[src/rtl/imm_gen_if.sv]
// Handshake bundle for imm_gen_pipe: instruction/PC stream in, immediate/format/PC stream out.
// master drives the upstream side and consumes the results; slave is the generator itself.
interface imm_gen_if #(
  parameter int unsigned XLEN = 32,
  parameter int unsigned PC_W = 32
);
  logic            in_valid;
  logic            in_ready;
  logic [31:0]     in_instr;
  logic [PC_W-1:0] in_pc;
  logic            out_valid;
  logic            out_ready;
  logic [XLEN-1:0] out_imm;
  logic [2:0]      out_fmt;
  logic [PC_W-1:0] out_pc;

  modport master (
    output in_valid, in_instr, in_pc, out_ready,
    input  in_ready, out_valid, out_imm, out_fmt, out_pc
  );

  modport slave (
    input  in_valid, in_instr, in_pc, out_ready,
    output in_ready, out_valid, out_imm, out_fmt, out_pc
  );
endinterface

[src/rtl/imm_gen_pipe.sv]
// Registered RISC-V immediate generator with a 2-entry skid buffer (output reg + skid reg).
// Define IMM_GEN_CSR_EN to decode CSR immediate forms (csrr*i) as fmt Z with zero-extended zimm.
module imm_gen_pipe #(
  parameter int unsigned XLEN = 32,
  parameter int unsigned PC_W = 32
) (
  input logic         clk,
  input logic         rst,
  imm_gen_if.slave    bus
);

  if (XLEN != 32 && XLEN != 64) begin : gen_xlen_check
    $error("imm_gen_pipe: XLEN must be 32 or 64");
  end

  typedef enum logic [2:0] {
    FmtNone = 3'd0,
    FmtI    = 3'd1,
    FmtS    = 3'd2,
    FmtB    = 3'd3,
    FmtU    = 3'd4,
    FmtJ    = 3'd5,
    FmtZ    = 3'd6
  } fmt_e;

  typedef struct packed {
    logic [XLEN-1:0] imm;
    logic [2:0]      fmt;
    logic [PC_W-1:0] pc;
  } entry_t;

  // Combinational decode of the incoming instruction.
  logic [6:0]  opcode;
  logic [31:0] raw;
  fmt_e        fmt_dec;
  entry_t      new_entry;

  assign opcode = bus.in_instr[6:0];

  always_comb begin
    raw     = 32'b0;
    fmt_dec = FmtNone;
    case (opcode)
      7'b0010011, 7'b0000011, 7'b1100111: begin
        raw     = {{20{bus.in_instr[31]}}, bus.in_instr[31:20]};
        fmt_dec = FmtI;
      end
      7'b0100011: begin
        raw     = {{20{bus.in_instr[31]}}, bus.in_instr[31:25], bus.in_instr[11:7]};
        fmt_dec = FmtS;
      end
      7'b1100011: begin
        raw     = {{20{bus.in_instr[31]}}, bus.in_instr[7], bus.in_instr[30:25],
                   bus.in_instr[11:8], 1'b0};
        fmt_dec = FmtB;
      end
      7'b0110111, 7'b0010111: begin
        raw     = {bus.in_instr[31:12], 12'b0};
        fmt_dec = FmtU;
      end
      7'b1101111: begin
        raw     = {{12{bus.in_instr[31]}}, bus.in_instr[19:12], bus.in_instr[20],
                   bus.in_instr[30:21], 1'b0};
        fmt_dec = FmtJ;
      end
`ifdef IMM_GEN_CSR_EN
      7'b1110011: begin
        if (bus.in_instr[14:12] inside {3'b101, 3'b110, 3'b111}) begin
          raw     = {27'b0, bus.in_instr[19:15]};
          fmt_dec = FmtZ;
        end
      end
`endif
      default: begin
        raw     = 32'b0;
        fmt_dec = FmtNone;
      end
    endcase
  end

  // raw is already correctly signed (or zero-extended for zimm) in 32 bits; widen from bit 31.
  always_comb begin
    new_entry          = '0;
    new_entry.imm      = {XLEN{raw[31]}};
    new_entry.imm[31:0] = raw;
    new_entry.fmt      = fmt_dec;
    new_entry.pc       = bus.in_pc;
  end

  entry_t out_q, out_d, skid_q, skid_d;
  logic   out_valid_q, out_valid_d;
  logic   skid_valid_q, skid_valid_d;
  logic   in_ready_q, in_ready_d;
  logic   accept, drain;

  assign accept = bus.in_valid && in_ready_q;
  assign drain  = out_valid_q && bus.out_ready;

  always_comb begin
    out_d        = out_q;
    out_valid_d  = out_valid_q;
    skid_d       = skid_q;
    skid_valid_d = skid_valid_q;
    if (drain) begin
      if (skid_valid_q) begin
        out_d        = skid_q;
        out_valid_d  = 1'b1;
        skid_valid_d = 1'b0;
      end else if (!accept) begin
        out_valid_d = 1'b0;
      end
    end
    // Accept cannot coincide with a full skid since in_ready_q is low then.
    if (accept) begin
      if (out_valid_q && !bus.out_ready) begin
        skid_d       = new_entry;
        skid_valid_d = 1'b1;
      end else begin
        out_d       = new_entry;
        out_valid_d = 1'b1;
      end
    end
    in_ready_d = !skid_valid_d;
  end

  always_ff @(posedge clk or posedge rst) begin
    if (rst) begin
      out_q        <= '0;
      out_valid_q  <= 1'b0;
      skid_q       <= '0;
      skid_valid_q <= 1'b0;
      in_ready_q   <= 1'b1;
    end else begin
      out_q        <= out_d;
      out_valid_q  <= out_valid_d;
      skid_q       <= skid_d;
      skid_valid_q <= skid_valid_d;
      in_ready_q   <= in_ready_d;
    end
  end

  assign bus.in_ready  = in_ready_q;
  assign bus.out_valid = out_valid_q;
  assign bus.out_imm   = out_q.imm;
  assign bus.out_fmt   = out_q.fmt;
  assign bus.out_pc    = out_q.pc;

endmodule

[src/flat_wrapper.sv]
// flat-port wrapper written by rule: the top's interface ports become plain ports
module imm_gen_pipe_flat 
#(
  parameter int unsigned XLEN = 32,
  parameter int unsigned PC_W = 32
)
  (clk, rst, bus_in_valid, bus_in_instr, bus_in_pc, bus_out_ready, bus_in_ready, bus_out_valid, bus_out_imm, bus_out_fmt, bus_out_pc);
  imm_gen_if #(.XLEN(XLEN), .PC_W(PC_W)) bus_i ();
  input logic clk;
  input logic rst;
  input wire logic [$bits(bus_i.in_valid)-1:0] bus_in_valid;
  input wire logic [$bits(bus_i.in_instr)-1:0] bus_in_instr;
  input wire logic [$bits(bus_i.in_pc)-1:0] bus_in_pc;
  input wire logic [$bits(bus_i.out_ready)-1:0] bus_out_ready;
  output wire logic [$bits(bus_i.in_ready)-1:0] bus_in_ready;
  output wire logic [$bits(bus_i.out_valid)-1:0] bus_out_valid;
  output wire logic [$bits(bus_i.out_imm)-1:0] bus_out_imm;
  output wire logic [$bits(bus_i.out_fmt)-1:0] bus_out_fmt;
  output wire logic [$bits(bus_i.out_pc)-1:0] bus_out_pc;
  assign bus_i.in_valid = bus_in_valid;
  assign bus_i.in_instr = bus_in_instr;
  assign bus_i.in_pc = bus_in_pc;
  assign bus_i.out_ready = bus_out_ready;
  assign bus_in_ready = bus_i.in_ready;
  assign bus_out_valid = bus_i.out_valid;
  assign bus_out_imm = bus_i.out_imm;
  assign bus_out_fmt = bus_i.out_fmt;
  assign bus_out_pc = bus_i.out_pc;
  imm_gen_pipe #(.XLEN(XLEN), .PC_W(PC_W)) u_core (.clk(clk), .rst(rst), .bus(bus_i));
endmodule
[config.mk]
export PLATFORM = sky130hd
export DESIGN_NAME = imm_gen_pipe_flat
export DESIGN_NICKNAME = d
export VERILOG_FILES = /design/src/rtl/imm_gen_if.sv /design/src/rtl/imm_gen_pipe.sv /design/src/flat_wrapper.sv
export SDC_FILE = /design/constraint.sdc
export NUM_CORES = 1
export LEC_CHECK = 0
export BUFFER_PORTS_ARGS = -buffer_cell sky130_fd_sc_hd__buf_2
export CAP_MARGIN = 5
export CORE_MARGIN = 10
export CORE_UTILIZATION = 50
export DETAILED_ROUTE_END_ITERATION = 8
export PLACE_DENSITY = 0.76
export SLEW_MARGIN = 40
export SYNTH_ARGS = -nofsm -noshare
export SYNTH_HDL_FRONTEND = slang
export SYNTH_SLANG_ARGS = --single-unit
[constraint.sdc]
create_clock -name clk -period 5.9 [get_ports clk]
set_input_delay 0.59 -clock clk [delete_from_list [all_inputs] [get_ports clk]]
set_output_delay 0.59 -clock clk [all_outputs]
set_load 0.05 [all_outputs]
# == After elaboration in Yosys (flattened, before gate mapping) ==
# Cells that the tools add are included.
# op_classes
eq_ne,8
muxes,14
reduce_logical,8
# op_table
cell,count
67-bit two-way mux,4
32-bit one-hot mux with 5 select lines,1
7-bit == test (second input constant),3
3-bit one-hot mux with 5 select lines,1
7-bit by 5-bit == test with 1-bit output (second input constant),2
7-bit by 6-bit == test with 1-bit output (second input constant),2
1-bit two-way mux,8
7-bit by 2-bit == test with 1-bit output (second input constant),1
1-bit logical AND,3
3-bit OR reduction,1
1-bit zero test,2
2-bit AND reduction,1
2-bit OR reduction,1
# word_totals
inputBits,68
output_inout_bits,69
reg_bits,137
word_cells,39

# == Logic depth before layout (Yosys ltp) ==
# depth
depth_word,6
ltp_mapped,6
mapped_depth_nobuf,4

# == Worst setup path after synthesis ==
# Ideal clock, no wire load.
# synth_timing
path_kind,input -> register
start,in bus_in_instr[6]
end,"reg u_core.out_q, in the netlist u_core.bus.out_imm[14]"
setup_time_ns,0.086
required_time_ns,5.814
path_slack_ns,4.042
n_path_buf,1
path_stages,5
arrival_ns,1.773
cell_sequence,buf_2 > or3b_4 > a211oi_4 > nand2_1 > a32oi_1
# synth_rtl
item,line,text
start: declaration,flat_wrapper.sv:12,input wire logic [$bits(bus_i.in_instr)-1:0] bus_in_instr;
end signal: assignment,imm_gen_pipe.sv:134,out_q <= out_d;
end: declaration,imm_gen_pipe.sv:90,"entry_t out_q, out_d, skid_q, skid_d;"

==> flow_summary.toml <==
[layout]
fin_area_mm2 = 0.00745
drive_gt1_share_pct = 23.2
diodes = 0
syn_to_final_growth_pct = 25.3
fin_nets = 864
fin_cells = 952
layout_commonest_cell = "nand2_1"
mostFrequentLayoutCells = "nand2_1 (279), buf_2 (136), dfrtp_1 (136)"

[global_routing]
overflow = 0
grt_pass1_wl_mm = 26.9
first_global_vias = 5473
grt_max_degree = 86
antenna_found_initial = 0
grt_usage_pct = 20.0

[clock_network]
cts_made_buffers = 17
cts_tree = "built"
path_clk_slew_ps = 60
clockRootBuffer = "clkbuf_16"
ctsHoldBuffers = 0
cts_resized = 0
clk_latency_ps = 420
clockBufferDepth = 2
clock_sinks = 137
htree_levels = 4
post-cts-setup-buffers = 0

[timing]
whs_ps = 210
finalCritPeriodShare_pct = 41.5
period_minus_slack_ps = 2450
setup_tns_ps = 0
setup_violations = 0
clock_skew_ps = 5.64
drv_slew = 0
rsz0062_at_grt = "no"
fmax_ghz = 0.409
finalHoldViolCount = 0
tightest_slew_ps = 805
relSlewSlack_pct = 46.3

[setup_path]
cp.required_ps = 6210
crit_fanout = 83
worstSetupStartpointType = "flop"
r2r_start = "u_core.bus.out_valid"
crit_type = "flop to flop"
crit_arrival_ps = 2760
crit_path_end_kind = "flop"
cp-startpoint = "u_core.bus.out_valid"

[yosys]
syn_area_mm2 = 0.00595
ys_seq_elements = 137
postSynthCellCount = 683
ys.flop_type = "dfrtp_1"
ys_types = 38
syn-num-nets = 751
yosysWarnings = 0
seq_area_frac_synth_pct = 57.7
syn_avg_cell_area_um2 = 8.71
synth_edf_count = 0
async_reset_ff_share_pct = 100

[floorplan]
num_io_pins = 137
chipWidth_um = 129
initial_utilization_pct = 51.6
die-area_mm2 = 0.0167
die_h_um = 129
rows = 39
coreArea_mm2 = 0.0115

[place]
gp_congestion = 0.810
place_area_mm2 = 0.00672
dp_cells = 919
numPortBuffers = 136
dp_hpwl_mm = 10.9

[routing]
drt-total-wl_mm = 16.7
dr_total_vias = 5327
drc = 0
detail_route.first_pass.iterations = 5
drtIter0Drc = 619
postRouteAntennaNets = 0
viasPerCell = 5.60
detail_route.wl_per_cell_um = 17.6

[power_and_ir_drop]
p_per_area_mw_per_mm2 = 651
peakVddDrop_uv = 328
p_leak_nw = 3.62

[run_status]
status = "completed"

[worst_hold_path]
hp-class = "primary input to async pin"

[flow_run]
maxCapViolations = 0
where the power goes:
group	switching, W	total, W	internal, W
Sequential	0.000250	0.00163	0.00138
Combinational	0.00149	0.00198	0.000489
Clock	0.000402	0.00124	0.000840
Total	0.00214	0.00485	0.00271
cell families after synthesis:
logic type / Yosys count / synth area share (%)
buf+inv: 54 / 3.56
flops: 137 / 57.7
compound gates: 116 / 13.2
simple gates: 375 / 25.4
mux: 1 / 0.189
synthesized netlist by cell type, drive strengths merged, types with 4 or more instances:
cell type,instances,area (µm²)
a32oi,19,166
a31oi,54,338
dfrtp,136,3400
inv,7,26.3
clkbuf,40,150
buf,7,35.0
nand3,10,50.1
nand2,279,1050
a21oi,27,135
a22oi,4,30.0
nor2,63,236
and3,8,50.1
metrics by stage:
stage / setup slack [ps] / util [%] / power (W)
2_1_floorplan: 1640 / - / 0.00309
3_3_place_gp: 3280 / 58.1 / 0.00354
3_5_place_dp: 3220 / 58.3 / 0.00361
4_1_cts: 3530 / 64.4 / 0.00488
5_1_grt: 3300 / 64.7 / 0.00511
6_report: 3450 / 64.7 / 0.00485
worst max-delay path: stages (launching register included):
cell,delay [ps]
dfrtp_1,450
nand2b_1,180
nand3_4,330
buf_4,690
nor2_1,340
a32oi_1,320
per-layer routing:
layer / up-vias / part of all wire (%) / track usage (%)
li1: 2519 / - / -
met1: 2540 / 41 / 24.1
met2: 248 / 48 / 32.9
met3: 20 / 9.3 / 6.77
met4: 0 / 1.4 / 6.82
met5: - / 0 / 0
worst paths after layout:
| kind | endpoint | slack (ps) | cells after the start |
|---|---|---|---|
| max | u_core.bus.out_imm[17] | 3450 | 5 |
| min | u_core.bus.out_pc[20] | 210 | 2 |
| max reg2reg | u_core.bus.out_imm[17] | 3450 | 5 |
| min reg2reg | u_core.skid_q[15] | 480 | 2 |
| max in group asynchronous | u_core.bus.out_pc[29] | 4700 | 4 |
| min in group clk | u_core.skid_q[27] | 380 | 3 |
flip-flops by register name, indices dropped and copies added, names as in the netlist:
name / count
u_core.skid_q: 67
u_core.bus.out_valid: 1
u_core.bus.in_ready: 1
u_core.bus.out_fmt: 3
u_core.bus.out_imm: 32
u_core.skid_valid_q: 1
u_core.bus.out_pc: 32
area by class of cell:
cell class | instances | area, µm²
Fill cell | 908 | 4070
Inverter | 7 | 31.3
Clock inverter | 10 | 213
Sequential cell | 137 | 3430
Timing Repair Buffer | 141 | 746
Multi-Input combinational cell | 492 | 2370
Tap cell | 143 | 179
Clock buffer | 22 | 484
(Power assumes the default switching activity.)
